==> config.mk <==
export PLATFORM = sky130hd
export DESIGN_NAME = spi_wb_sequencer
export DESIGN_NICKNAME = d
export VERILOG_FILES = /design/src/rtl/spi_seq_pkg.sv /design/src/rtl/wb_single_master.sv /design/src/rtl/spi_wb_sequencer.sv
export SDC_FILE = /design/constraint.sdc
export NUM_CORES = 1
export LEC_CHECK = 0
export ABC_AREA = 1
export BUFFER_PORTS_ARGS = -buffer_cell sky130_fd_sc_hd__buf_2
export CAP_MARGIN = 10
export CORE_MARGIN = 5
export CORE_UTILIZATION = 48
export DETAILED_ROUTE_END_ITERATION = 10
export PLACE_DENSITY_LB_ADDON = 0.3
export SLEW_MARGIN = 20
export SYNTH_ARGS = -nofsm -noshare
export SYNTH_HDL_FRONTEND = slang
export SYNTH_HIERARCHICAL = 1
export SYNTH_SLANG_ARGS = --single-unit
==> constraint.sdc <==
create_clock -name clk_i -period 1.7 [get_ports clk_i]
set_input_delay 0.085 -clock clk_i [delete_from_list [all_inputs] [get_ports clk_i]]
set_output_delay 0.085 -clock clk_i [all_outputs]
set_load 0.02 [all_outputs]
==> src/rtl/spi_seq_pkg.sv <==
// Shared definitions for the SPI Wishbone sequencer: FSM states, simple_spi
// register map and register bit positions.
package spi_seq_pkg;

    typedef enum logic [2:0] {
        INIT_CR, INIT_ER, IDLE, WR_DR, RD_SR, RD_DR, RX_HOLD, ERR
    } state_e;

    localparam logic [1:0] ADR_SPCR = 2'd0;
    localparam logic [1:0] ADR_SPSR = 2'd1;
    localparam logic [1:0] ADR_SPDR = 2'd2;
    localparam logic [1:0] ADR_SPER = 2'd3;

    localparam int SPCR_SPIE    = 7;
    localparam int SPCR_SPE     = 6;
    localparam int SPCR_MSTR    = 4;
    localparam int SPCR_CPOL    = 3;
    localparam int SPCR_CPHA    = 2;
    localparam int SPSR_RFEMPTY = 0;

    // Core enabled, master mode, interrupts off.
    function automatic logic [7:0] spcr_value(input logic cpol, input logic cpha,
                                              input logic [1:0] spr);
        logic [7:0] v;
        v = {6'b0, spr};
        v[SPCR_SPIE] = 1'b0;
        v[SPCR_SPE]  = 1'b1;
        v[SPCR_MSTR] = 1'b1;
        v[SPCR_CPOL] = cpol;
        v[SPCR_CPHA] = cpha;
        return v;
    endfunction

endpackage

==> src/rtl/wb_single_master.sv <==
// Issues one Wishbone classic access per start request and aborts it when
// no ack arrives within ACK_TIMEOUT strobe cycles.
module wb_single_master #(
    parameter int ACK_TIMEOUT = 255
) (
    input  logic       clk_i,
    input  logic       rst_i,
    input  logic       start,
    input  logic       we,
    input  logic [1:0] adr,
    input  logic [7:0] wdat,
    output logic       done,
    output logic       timeout,
    output logic       wb_cyc_o,
    output logic       wb_stb_o,
    output logic       wb_we_o,
    output logic [7:0] wb_adr_o,
    output logic [7:0] wb_dat_o,
    input  logic       wb_ack_i
);

    logic       cyc_q;
    logic       we_q;
    logic [1:0] adr_q;
    logic [7:0] dat_q;
    logic [7:0] cnt;

    // An ack on the terminal-count cycle wins over the timeout.
    assign done    = cyc_q && wb_ack_i;
    assign timeout = cyc_q && !wb_ack_i && (cnt == 8'(ACK_TIMEOUT - 1));

    assign wb_cyc_o = cyc_q;
    assign wb_stb_o = cyc_q;
    assign wb_we_o  = we_q;
    assign wb_adr_o = {6'b0, adr_q};
    assign wb_dat_o = dat_q;

    always_ff @(posedge clk_i) begin
        if (!rst_i) begin
            cyc_q <= 1'b0;
            we_q  <= 1'b0;
            adr_q <= 2'b0;
            dat_q <= 8'h00;
            cnt   <= 8'h00;
        end else if (cyc_q) begin
            if (done || timeout) begin
                cyc_q <= 1'b0;
                we_q  <= 1'b0;
                adr_q <= 2'b0;
                dat_q <= 8'h00;
                cnt   <= 8'h00;
            end else begin
                cnt <= cnt + 8'd1;
            end
        end else if (start) begin
            cyc_q <= 1'b1;
            we_q  <= we;
            adr_q <= adr;
            dat_q <= we ? wdat : 8'h00;
            cnt   <= 8'h00;
        end
    end

endmodule

==> src/rtl/spi_wb_sequencer.sv <==
// Drives simple_spi_top over Wishbone: configures SPCR/SPER, then for each
// tx byte writes SPDR, polls SPSR until the rx FIFO is non-empty, reads SPDR.
module spi_wb_sequencer
    import spi_seq_pkg::*;
#(
    parameter logic [1:0] SPR         = 2'b00,
    parameter logic [1:0] ESPR        = 2'b00,
    parameter logic       CPOL        = 1'b0,
    parameter logic       CPHA        = 1'b0,
    parameter int         ACK_TIMEOUT = 255
) (
    input  logic       clk_i,
    input  logic       rst_i,
    output logic       wb_cyc_o,
    output logic       wb_stb_o,
    output logic       wb_we_o,
    output logic [7:0] wb_adr_o,
    output logic [7:0] wb_dat_o,
    input  logic [7:0] wb_dat_i,
    input  logic       wb_ack_i,
    input  logic [7:0] tx_data,
    input  logic       tx_valid,
    output logic       tx_ready,
    output logic [7:0] rx_data,
    output logic       rx_valid,
    input  logic       rx_ready,
    output logic       busy_o,
    output logic       err_o,
    input  logic       err_clr_i
);

    state_e     state, state_n;
    logic       acc_start, acc_we, acc_done, acc_timeout;
    logic [1:0] acc_adr;
    logic [7:0] acc_wdat;
    logic [7:0] tx_byte;
    logic [7:0] rx_q;
    logic       err_q;

    wb_single_master #(.ACK_TIMEOUT(ACK_TIMEOUT)) u_master (
        .clk_i    (clk_i),
        .rst_i    (rst_i),
        .start    (acc_start),
        .we       (acc_we),
        .adr      (acc_adr),
        .wdat     (acc_wdat),
        .done     (acc_done),
        .timeout  (acc_timeout),
        .wb_cyc_o (wb_cyc_o),
        .wb_stb_o (wb_stb_o),
        .wb_we_o  (wb_we_o),
        .wb_adr_o (wb_adr_o),
        .wb_dat_o (wb_dat_o),
        .wb_ack_i (wb_ack_i)
    );

    assign tx_ready = (state == IDLE);
    assign rx_valid = (state == RX_HOLD);
    assign busy_o   = (state != IDLE);
    assign rx_data  = rx_q;
    assign err_o    = err_q;

    always_ff @(posedge clk_i) begin
        if (!rst_i) begin
            state   <= INIT_CR;
            tx_byte <= 8'h00;
            rx_q    <= 8'h00;
            err_q   <= 1'b0;
        end else begin
            state <= state_n;
            if (state == IDLE && tx_valid)
                tx_byte <= tx_data;
            if (state == RD_DR && acc_done)
                rx_q <= wb_dat_i;
            if (acc_timeout)
                err_q <= 1'b1;
            else if (state == ERR && err_clr_i)
                err_q <= 1'b0;
        end
    end

    always_comb begin
        state_n   = state;
        acc_start = 1'b0;
        acc_we    = 1'b0;
        acc_adr   = 2'b0;
        acc_wdat  = 8'h00;
        // Every access state requests a transfer whenever the master is idle;
        // the state moves on the same edge the master retires the access.
        unique case (state)
            INIT_CR: begin
                acc_start = !wb_cyc_o;
                acc_we    = 1'b1;
                acc_adr   = ADR_SPCR;
                acc_wdat  = spcr_value(CPOL, CPHA, SPR);
                if (acc_done) state_n = INIT_ER;
            end
            INIT_ER: begin
                acc_start = !wb_cyc_o;
                acc_we    = 1'b1;
                acc_adr   = ADR_SPER;
                acc_wdat  = {6'b0, ESPR};
                if (acc_done) state_n = IDLE;
            end
            IDLE: begin
                if (tx_valid) state_n = WR_DR;
            end
            WR_DR: begin
                acc_start = !wb_cyc_o;
                acc_we    = 1'b1;
                acc_adr   = ADR_SPDR;
                acc_wdat  = tx_byte;
                if (acc_done) state_n = RD_SR;
            end
            RD_SR: begin
                acc_start = !wb_cyc_o;
                acc_adr   = ADR_SPSR;
                if (acc_done && !wb_dat_i[SPSR_RFEMPTY]) state_n = RD_DR;
            end
            RD_DR: begin
                acc_start = !wb_cyc_o;
                acc_adr   = ADR_SPDR;
                if (acc_done) state_n = RX_HOLD;
            end
            RX_HOLD: begin
                if (rx_ready) state_n = IDLE;
            end
            ERR: begin
                if (err_clr_i) state_n = INIT_CR;
            end
            default: state_n = INIT_CR;
        endcase
        if (acc_timeout) state_n = ERR;
    end

endmodule

==> flow_metrics.env, run 1 <==
export IMPL_status="finished clean"
export IMPL_final_util=0.622
export IMPL_yosysMostFrequentCell="nand2_1"
export IMPL_fillCellCount=413
export IMPL_via_per_inst=4.96
export IMPL_crit_required_ps=1890
export IMPL_io_pins=53
export IMPL_regArea_um2=803
export IMPL_die_w_um=76.6
export IMPL_clockBufferDepth=2
export IMPL_yosysWarnings=6
export IMPL_arrival_ps=1860
export IMPL_p_comb_frac=0.527
export IMPL_clk_pin_slew_worst_paths_ps=80
export IMPL_switchingPower_mw=1.77
export IMPL_wire_per_inst_um=12.3
export IMPL_setup_viol=0
export IMPL_drive_gt1_frac=0.367
export IMPL_grt_pass1_wl_um=8600
export IMPL_ir_drop_uv=766
export IMPL_hold_path_class="input port to flop"
export IMPL_async_flop_share=0
export IMPL_vias=2069
export IMPL_area_growth_pct=26.5
export IMPL_clk_latency_ps=290
export IMPL_grt_pass1_vias=2005
export IMPL_antenna_left=0
export IMPL_drt_iter0_markers=79
export IMPL_cts_hold_buf=0
export IMPL_dr_pass1_iters=5
export IMPL_worst_hold_slack_ps=38.2
export IMPL_dpl_hpwl_um=3550
export IMPL_grt_use_total=0.177
export IMPL_synth_edff_count=0
export IMPL_cp_cell_sequence="inv_2 -> ha_4 -> nand2_4 -> nor2_4 -> nand2_4 -> nor3_4 -> inv_2 -> nand2_2 -> nor2_2 -> nor2_2 -> nand3_4 -> nor2_2 -> nor2_2"
export IMPL_synth_ff_latch_count=40
export IMPL_num_antenna_cells=0
export IMPL_finalClockSkew_ps=8.92
export IMPL_port_buffers=46
export IMPL_die_h_um=76.6
export IMPL_yosys_top_cells_count="51 x nand2_1, 40 x dfxtp_1, 35 x inv_1, 33 x a21oi_1, 30 x nor2_1"
export IMPL_p_seq_frac=0.316
export IMPL_routed_wl_um=5140
export IMPL_slew_violations=0
export IMPL_cp_start_kind="flop"
export IMPL_drc=0
export IMPL_cap_viol_max_count=0
export IMPL_antenna_found_initial=0
export IMPL_max_freq_mhz=601
export IMPL_hold_viol_final=0
export IMPL_die_area_mm2=0.00586
export IMPL_yosysSeqAreaShare=0.377
export IMPL_cellPowerDensity_mw_per_mm2=1490
export IMPL_rsz0062_at_grt="true"
export IMPL_max_stage_delay_ps=330
export IMPL_worstSetupPathType="flop to flop"
export IMPL_worst_slack_ps=36.4
export IMPL_start_util=0.492
export IMPL_pre_cts_ws_ps=-19.4
export IMPL_synth_ff_type="dfxtp_1"
export IMPL_cp_max_fo=6
export IMPL_min_period_ps=1660
export IMPL_nNetsFinal=388
export IMPL_num_rows=24
export IMPL_p_int_mw=2.23
export IMPL_synth_area_leaders="dfxtp_1 38%, nand2_1 9.0%, a21oi_1 7.8%"
export IMPL_leakage_nw=1.26
export IMPL_power_mw=4.00
export IMPL_power_frac_clock=0.157
export IMPL_cp_top_family="simple AND/OR/NAND/NOR gates"
export IMPL_yosysTopAreaCellShare=0.377
export IMPL_cts_sinks=40
export IMPL_min_period_over_period=0.979
export IMPL_cts_buffers=5
export IMPL_switching_share=0.442
export IMPL_cts_htree_levels=2
export IMPL_cts_root_buf="clkbuf_8"
export IMPL_cp_common_cell="nor2_2"
export IMPL_grt_ovfl_total=0
export IMPL_cts_tree="built"
export IMPL_syn_area_mm2=0.00213
export IMPL_gp_congestion=0.870
export IMPL_synth_cells=297
export IMPL_synth_top_area_cell="dfxtp_1"
export IMPL_grt_max_degree=20
export IMPL_core_area_mm2=0.00432
export IMPL_synth_area_per_cell_um2=7.16
export IMPL_endpoint_kind="flop"
export IMPL_ys_types=31
export IMPL_multi_input_area_mm2=0.00113
export IMPL_critPathBufInv=2
export IMPL_crit_path_top_delay_cell="dfxtp_2"
## worst paths after layout
| kind | from | end | slack, ps | depth (start not counted) |
|---|---|---|---|---|
| hold reg to reg | rx_data[2] | rx_data[2] | 440 | 2 |
| setup reg to reg | u_master/cnt[0] | state[2] | 40 | 13 |
| setup / recovery | u_master/cnt[0] | state[2] | 40 | 13 |
| hold / removal | tx_data[6] | tx_byte[6] | 40 | 3 |
## registers in the layout, indices dropped and copies added, names as in the netlist
register,cells
u_master/wb_dat_o,8
u_master/cnt,8
u_master/wb_we_o,1
state,3
rx_data,8
u_master/adr_q,2
err_o,1
u_master/wb_cyc_o,1
tx_byte,8
## through the flow
stage / cell area, µm² / setup TNS (ps) / instances
2_1_floorplan: 2150 / 0 / 302
4_1_cts: 2650 / 0 / 417
5_1_grt: 2690 / -158 / 417
6_report: 2690 / 0 / 417
3_3_place_gp: 2460 / 0 / 400
3_5_place_dp: 2460 / -25.5 / 400
## worst register-to-register path: cells and delay by family (launching register included)
| family | cells | cell delay, ps |
|---|---|---|
| adder cells (fa/ha/maj) | 1 | 150 |
| flip-flops | 1 | 330 |
| AND/OR/NAND/NOR | 10 | 930 |
| buffers and inverters | 2 | 170 |
## layer usage
| layer | global-route usage | routed length, µm | part of all wire |
|---|---|---|---|
| met1 | 0.197 | 2180 | 0.42 |
| met2 | 0.306 | 2590 | 0.50 |
| met3 | 0.0520 | 249 | 0.048 |
| met4 | 0.0839 | 116 | 0.023 |
| met5 | 0 | 0 | 0 |
## cell usage in the layout (no fill, tap or decap), types with 3 or more instances in the layout
cell type  count
nand2_4        4
clkbuf_8       5
nand2_1       46
dfxtp_1       38
a21oi_2        4
nand3_1       23
nor2_1        23
o21ai_0       21
buf_4         26
buf_2         46
a21oi_1       32
inv_1         33
o21ai_2        4
inv_2          5
nand4_1        3
nand2_2        9
nor2_4         4
nor2_2        12
conb_1         6
## what timing repair did
action | CTS | global route
endpoints found under the setup margin | 3 | 4
resized for setup | 13 | 12
pin swaps | 11 | 16
hold endpoints to repair | 0 | 0
setup buffers | 9 | 1
## power groups by stage
stage	sequential, mW	combinational (mW)	clock [mW]
floorplan	1.37	1.33	0
global placement	1.28	1.86	0
detailed placement	1.28	1.90	0
CTS	1.26	2.01	0.642
global route	1.30	2.31	0.697
finish	1.26	2.11	0.628
## final cells by class
| cell class | count | area share |
|---|---|---|
| Inverter | 40 | 0.0577 |
| Timing Repair Buffer | 73 | 0.166 |
| Multi-Input combinational cell | 204 | 0.421 |
| Sequential cell | 40 | 0.299 |
| Clock buffer | 5 | 0.0256 |
| Clock inverter | 3 | 0.00698 |
| Tap cell | 52 | 0.0242 |
## cell families (layout without fill, tap and decap cells)
family	Yosys count	after routing	share of synthesized area
and+or+nand+nor	132	132	0.307
buffers and inverters	58	121	0.138
adders and majority gates	2	2	0.0118
other	1	6	0.00176
DFF	40	40	0.377
AOI/OAI and AO/OA	64	64	0.165
Power figures use the tool's default switching activity.
==> inputs of run 2 (changes only) <==
--- a/config.mk
+++ b/config.mk
@@ -7,9 +7,11 @@
 export LEC_CHECK = 0
 export ABC_AREA = 1
 export BUFFER_PORTS_ARGS = -buffer_cell sky130_fd_sc_hd__buf_2
-export CAP_MARGIN = 10
+export CAP_MARGIN = 5
+export CELL_PAD_IN_SITES_DETAIL_PLACEMENT = 2
+export CELL_PAD_IN_SITES_GLOBAL_PLACEMENT = 2
 export CORE_MARGIN = 5
-export CORE_UTILIZATION = 48
+export CORE_UTILIZATION = 26
 export DETAILED_ROUTE_END_ITERATION = 10
 export PLACE_DENSITY_LB_ADDON = 0.3
 export SLEW_MARGIN = 20
==> flow_metrics.env, run 2 (synthesis gave the netlist of run 1 again) <==
export IMPL_max_stage_delay_ps=330
export IMPL_fillCellCount=986
export IMPL_cts_htree_levels=2
export IMPL_max_freq_mhz=590
export IMPL_grt_pass1_wl_um=10700
export IMPL_final_common_cell="buf_2"
export IMPL_critPathBufInv=2
export IMPL_rsz0062_at_grt="true"
export IMPL_cp_max_fo=6
export IMPL_clockBufferDepth=2
export IMPL_port_buffers=46
export IMPL_slew_violations=0
export IMPL_arrival_ps=1880
export IMPL_wire_per_inst_um=14.0
export IMPL_drt_iter0_markers=70
export IMPL_dr_pass1_iters=4
export IMPL_leakage_nw=1.28
export IMPL_p_comb_frac=0.538
export IMPL_die_w_um=100
export IMPL_die_h_um=100
export IMPL_clk_latency_ps=290
export IMPL_p_seq_frac=0.303
export IMPL_start_util=0.263
export IMPL_cellPowerDensity_mw_per_mm2=1500
export IMPL_cp_common_cell="nor2_4"
export IMPL_cts_tree="built"
export IMPL_clk_pin_slew_worst_paths_ps=80
export IMPL_switchingPower_mw=1.89
export IMPL_io_pins=53
export IMPL_crit_path_top_delay_cell="dfxtp_2"
export IMPL_drive_gt1_frac=0.358
export IMPL_min_period_ps=1700
export IMPL_routed_wl_um=6560
export IMPL_hold_viol_final=0
export IMPL_num_rows=33
export IMPL_cap_viol_max_count=0
export IMPL_dpl_hpwl_um=4930
export IMPL_setup_viol=0
export IMPL_die_area_mm2=0.0101
export IMPL_cp_cell_sequence="inv_2 -> ha_4 -> nand2_4 -> nor2_4 -> nand2_4 -> nor3_4 -> inv_2 -> nand2_2 -> nor2_4 -> nor2_4 -> nand3_4 -> nor2_1 -> nor2_2"
export IMPL_grt_pass1_vias=2337
export IMPL_cp_top_family="simple AND/OR/NAND/NOR gates"
export IMPL_drc=0
export IMPL_gp_congestion=0.756
export IMPL_crit_required_ps=1880
export IMPL_cts_sinks=40
export IMPL_nNetsFinal=386
export IMPL_finalClockSkew_ps=8.42
export IMPL_status="finished clean"
export IMPL_pre_cts_ws_ps=-112
export IMPL_power_mw=4.20
export IMPL_worst_slack_ps=3.82
export IMPL_min_period_over_period=0.998
export IMPL_power_frac_clock=0.159
export IMPL_core_area_mm2=0.00809
export IMPL_grt_use_total=0.132
export IMPL_ir_drop_uv=488
export IMPL_grt_ovfl_total=0
export IMPL_endpoint_kind="flop"
export IMPL_cp_start_kind="flop"
export IMPL_final_cell_mix="46 x buf_2, 45 x nand2_1, 38 x dfxtp_1"
export IMPL_switching_share=0.450
export IMPL_antenna_left=0
export IMPL_p_int_mw=2.31
export IMPL_hold_path_class="input port to flop"
export IMPL_num_antenna_cells=0
export IMPL_cts_root_buf="clkbuf_8"
export IMPL_worstSetupPathType="flop to flop"
export IMPL_area_growth_pct=31.8
export IMPL_grt_max_degree=20
export IMPL_cts_buffers=5
export IMPL_vias=2109
export IMPL_antenna_found_initial=0
export IMPL_via_per_inst=4.51
[run 2: worst reg2reg max path: stages, from the launching register on]
cell and delay, ps:
dfxtp_2 330, inv_2 70, ha_4 140, nand2_4 60, nor2_4 110, nand2_4 70, nor3_4 110, inv_2 90
nand2_2 110, nor2_4 60, nor2_4 110, nand3_4 120, nor2_1 150, nor2_2 60
[run 2: final cells by class]
type	count	area, µm²	area share
clock inverters	2	10.0	0.00357
flip-flops and latches	40	803	0.287
repair buffers	71	460	0.164
inverters	40	155	0.0554
multi-input cells	204	1160	0.414
clock buffers	6	82.6	0.0295
well taps	105	131	0.0469
[run 2: power by group through the flow]
| stage | Combinational (mW) | Clock (mW) | Sequential (mW) |
|---|---|---|---|
| after global placement | 2.00 | 0 | 1.28 |
| after floorplan | 1.33 | 0 | 1.37 |
| after detailed placement | 2.07 | 0 | 1.29 |
| after CTS | 2.12 | 0.703 | 1.27 |
| after global routing | 2.51 | 0.745 | 1.30 |
| final | 2.26 | 0.667 | 1.27 |
[run 2: per-stage QoR]
step	hold slack (ps)	cell area, µm²	utilization	setup TNS, ps	std cells
finish	53.2	2800	0.346	0	468
global route	56.4	2800	0.346	-411	468
CTS	45.0	2710	0.335	-138	466
detailed placement	355	2550	0.315	-301	455
global placement	346	2550	0.315	0	455
floorplan	223	2150	-	0	302
[run 2: timing repair]
item | in CTS | in global routing
cloned | 0 | 1
hold buffers | 0 | 0
hold endpoints to repair | 0 | 0
resized for setup | 12 | 15
endpoints found under the setup margin | 3 | 15
pin swaps | 8 | 6
setup buffers | 3 | 1
[run 2: final timing paths]
| check | start | endpoint | slack (ps) | cells after the start |
|---|---|---|---|---|
| worst max register to register | u_master/cnt[0] | state[1] | 4 | 13 |
| worst min register to register | rx_data[0] | rx_data[0] | 450 | 2 |
| worst min-delay path | tx_data[6] | tx_byte[6] | 50 | 3 |
| worst max-delay path | u_master/cnt[0] | state[1] | 4 | 13 |
[run 2: routing by layer]
layer | up-vias | track usage | wire, µm | part of all wire
li1 | 1064 | - | - | -
met1 | 1004 | 0.152 | 2900 | 0.44
met2 | 35 | 0.245 | 3400 | 0.52
met3 | 6 | 0.0306 | 208 | 0.032
met4 | 0 | 0.0311 | 57 | 0.0087
met5 | - | 0 | 0 | 0
==> inputs of run 3 (changes only) <==
--- a/config.mk
+++ b/config.mk
@@ -5,13 +5,12 @@
 export SDC_FILE = /design/constraint.sdc
 export NUM_CORES = 1
 export LEC_CHECK = 0
-export ABC_AREA = 1
 export BUFFER_PORTS_ARGS = -buffer_cell sky130_fd_sc_hd__buf_2
 export CAP_MARGIN = 5
 export CELL_PAD_IN_SITES_DETAIL_PLACEMENT = 2
 export CELL_PAD_IN_SITES_GLOBAL_PLACEMENT = 2
 export CORE_MARGIN = 5
-export CORE_UTILIZATION = 26
+export CORE_UTILIZATION = 27
 export DETAILED_ROUTE_END_ITERATION = 10
 export PLACE_DENSITY_LB_ADDON = 0.3
 export SLEW_MARGIN = 20
==> flow_metrics.env, run 3 <==
export IMPL_crit_path_top_delay_cell="or4b_4"
export IMPL_cp_cell_sequence="inv_2 -> ha_4 -> and3_4 -> and3_4 -> or4b_4 -> o32a_1 -> o2111ai_2 -> o211ai_1"
export IMPL_final_cell_mix="49 x nand2_1, 46 x buf_2, 39 x dfxtp_1"
export IMPL_synth_area_per_cell_um2=8.41
export IMPL_drt_iter0_markers=59
export IMPL_synth_xor_area_frac=0
export IMPL_port_buffers=46
export IMPL_drc=0
export IMPL_cts_buffers=5
export IMPL_io_pins=53
export IMPL_antenna_left=0
export IMPL_cts_root_buf="clkbuf_8"
export IMPL_antenna_found_initial=0
export IMPL_yosysMostFrequentCell="nand2_1"
export IMPL_worstSetupPathType="flop to flop"
export IMPL_switchingPower_mw=0.594
export IMPL_max_freq_mhz=535
export IMPL_hold_path_class="input port to flop"
export IMPL_p_comb_frac=0.181
export IMPL_gp_congestion=0.762
export IMPL_cts_htree_levels=2
export IMPL_r2r_slack_ps=-170
export IMPL_cap_viol_max_count=0
export IMPL_clk_pin_slew_worst_paths_ps=80
export IMPL_routed_wl_um=6580
export IMPL_num_rows=31
export IMPL_p_seq_frac=0.472
export IMPL_die_h_um=96.6
export IMPL_synth_edff_count=0
export IMPL_vias=1972
export IMPL_synth_compound_area_frac=0.153
export IMPL_yosysSeqAreaShare=0.395
export IMPL_cts_hold_buf=0
export IMPL_synth_area_leaders="dfxtp_1 40%, mux2i_1 9.4%, nand2_1 9.1%"
export IMPL_via_per_inst=4.79
export IMPL_power_mw=2.08
export IMPL_yosys_top_cells_count="49 x nand2_1, 40 x dfxtp_1, 19 x mux2i_1, 12 x a21oi_1, 12 x nand3_1"
export IMPL_synth_top_area_cell="dfxtp_1"
export IMPL_min_from="wb_dat_i[1]"
export IMPL_grt_max_degree=24
export IMPL_p_int_mw=1.49
export IMPL_timing_rr_start="u_master/cnt[0]"
export IMPL_start_util=0.278
export IMPL_min_path_cells=3
export IMPL_synth_simple_gate_area_frac=0.275
export IMPL_ys_types=41
export IMPL_nNetsFinal=336
export IMPL_arrival_ps=2040
export IMPL_die_w_um=96.6
export IMPL_pre_cts_ws_ps=-170
export IMPL_muxShareOfSynthArea=0.0938
export IMPL_endpoint_kind="flop"
export IMPL_regArea_um2=805
export IMPL_synth_cells=241
export IMPL_max_stage_delay_ps=480
export IMPL_final_common_cell="nand2_1"
export IMPL_status="complete, but fails checks"
export IMPL_grt_pass1_wl_um=11000
export IMPL_multi_input_area_mm2=0.00115
export IMPL_drive_gt1_frac=0.326
export IMPL_synth_ff_type="dfxtp_1"
export IMPL_yosysWarnings=6
export IMPL_hold_viol_final=0
export IMPL_grt_pass1_vias=2205
export IMPL_area_growth_pct=31.7
export IMPL_grt_ovfl_total=0
export IMPL_syn_area_mm2=0.00203
export IMPL_setup_viol=1
export IMPL_cts_tree="built"
export IMPL_crit_required_ps=1870
export IMPL_ir_drop_uv=406
export IMPL_switching_share=0.285
export IMPL_cp_top_family="simple AND/OR/NAND/NOR gates"
export IMPL_critPathBufInv=1
export IMPL_cp_start_kind="flop"
export IMPL_hold_end="rx_data[1]"
export IMPL_violations="setup timing"
export IMPL_min_period_over_period=1.10
export IMPL_async_flop_share=0
export IMPL_slew_violations=0
export IMPL_synth_top_family_by_area="simple AND/OR/NAND/NOR gates"
export IMPL_cts_sinks=40
export IMPL_r2r_end="state[0]"
export IMPL_cp_max_fo=2
export IMPL_synth_ff_latch_count=40
export IMPL_clockBufferDepth=2
export IMPL_min_period_ps=1870
export IMPL_power_frac_clock=0.347
export IMPL_wire_per_inst_um=16.0
export IMPL_dr_pass1_iters=3
export IMPL_finalClockSkew_ps=5.95
export IMPL_worst_slack_ps=-170
export IMPL_die_area_mm2=0.00934
export IMPL_yosysTopAreaCellShare=0.395
export IMPL_leakage_nw=1.11
export IMPL_core_area_mm2=0.00729
export IMPL_rsz0062_at_grt="true"
export IMPL_grt_use_total=0.140
export IMPL_rr_worst_depth=8
export IMPL_num_antenna_cells=0
export IMPL_synthAdderAreaFrac=0.0123
export IMPL_fillCellCount=889
export IMPL_dpl_hpwl_um=4990
export IMPL_cp_common_cell="and3_4"
export IMPL_cellPowerDensity_mw_per_mm2=780
export IMPL_clk_latency_ps=290
run 3: changes by cell type after synthesis, moves of 10 or more:
cell,change
mux2i_1,+19
nor2_1,-25
a21oi_1,-21
inv_1,-30
o21ai_0,-22
nor2b_1,+10
nand3_1,-11
a21boi_1,+10
run 3: layout make-up:
class,instances,share of cell area
Timing Repair Buffer,77,0.173
Inverter,7,0.00985
Clock inverter,1,0.00188
Sequential cell,40,0.301
Tap cell,99,0.0464
Multi-Input combinational cell,181,0.430
Clock buffer,7,0.0366
run 3: layer usage:
metal,vias up,wire length (µm),GRT usage,part of all wire
met5,-,0,0,0
li1,967,-,-,-
met1,960,2970,0.171,0.45
met2,43,3280,0.240,0.50
met3,2,292,0.0460,0.044
met4,0,31,0.0313,0.0047
run 3: kinds of logic (layout without fill, tap and decap cells):
| logic type | Yosys count | in the layout |
|---|---|---|
| compound gates | 46 | 46 |
| fa+ha+maj | 2 | 2 |
| buf+inv | 25 | 92 |
| flops | 40 | 40 |
| mux | 19 | 19 |
| other cells | 1 | 6 |
| simple gates | 108 | 108 |
run 3: how the worst max path moves through the flow:
stage	startpoint	to	slack, ps	depth (start not counted)
6_report	u_master/cnt[0]	state[0]	-170	8
5_1_grt	u_master/cnt[0]	state[0]	-240	8
4_1_cts	u_master/cnt[0]	state[0]	-160	8
3_5_place_dp	u_master/cnt[0]	state[0]	-170	8
3_3_place_gp	u_master/cnt[0]	state[0]	-90	8
2_1_floorplan	u_master/cnt[0]	state[0]	-130	8
run 3: tightest hold or removal path, delay by kind of cell:
family / cells / cell delay, ps
AO/OA/AOI/OAI: 1 / 50
AND/OR/NAND/NOR: 1 / 50
buffers and inverters: 1 / 90
run 3: repair_timing:
action	in CTS	in global routing
setup buffers	0	2
cloned	0	0
setup endpoints to repair	1	14
gates resized for setup	1	3
pin swaps	3	2
run 3: power groups by stage:
| stage | Combinational [mW] | Clock (mW) | Sequential (mW) |
|---|---|---|---|
| floorplan | 0.212 | 0 | 1.03 |
| global placement | 0.367 | 0 | 1.00 |
| detailed placement | 0.375 | 0 | 1.01 |
| CTS | 0.380 | 0.748 | 0.983 |
| global route | 0.411 | 0.796 | 0.988 |
| finish | 0.378 | 0.722 | 0.984 |
run 3: stage by stage:
step,TNS (ps),hold slack (ps),std cells,utilization,cell area [µm²]
after detailed placement,-170,339,402,0.347,2530
after CTS,-156,20.9,410,0.362,2640
after global routing,-243,26.5,412,0.366,2670
final,-170,29.3,412,0.366,2670
after global placement,-90.5,328,402,0.347,2530
after floorplan,-129,220,246,-,2070
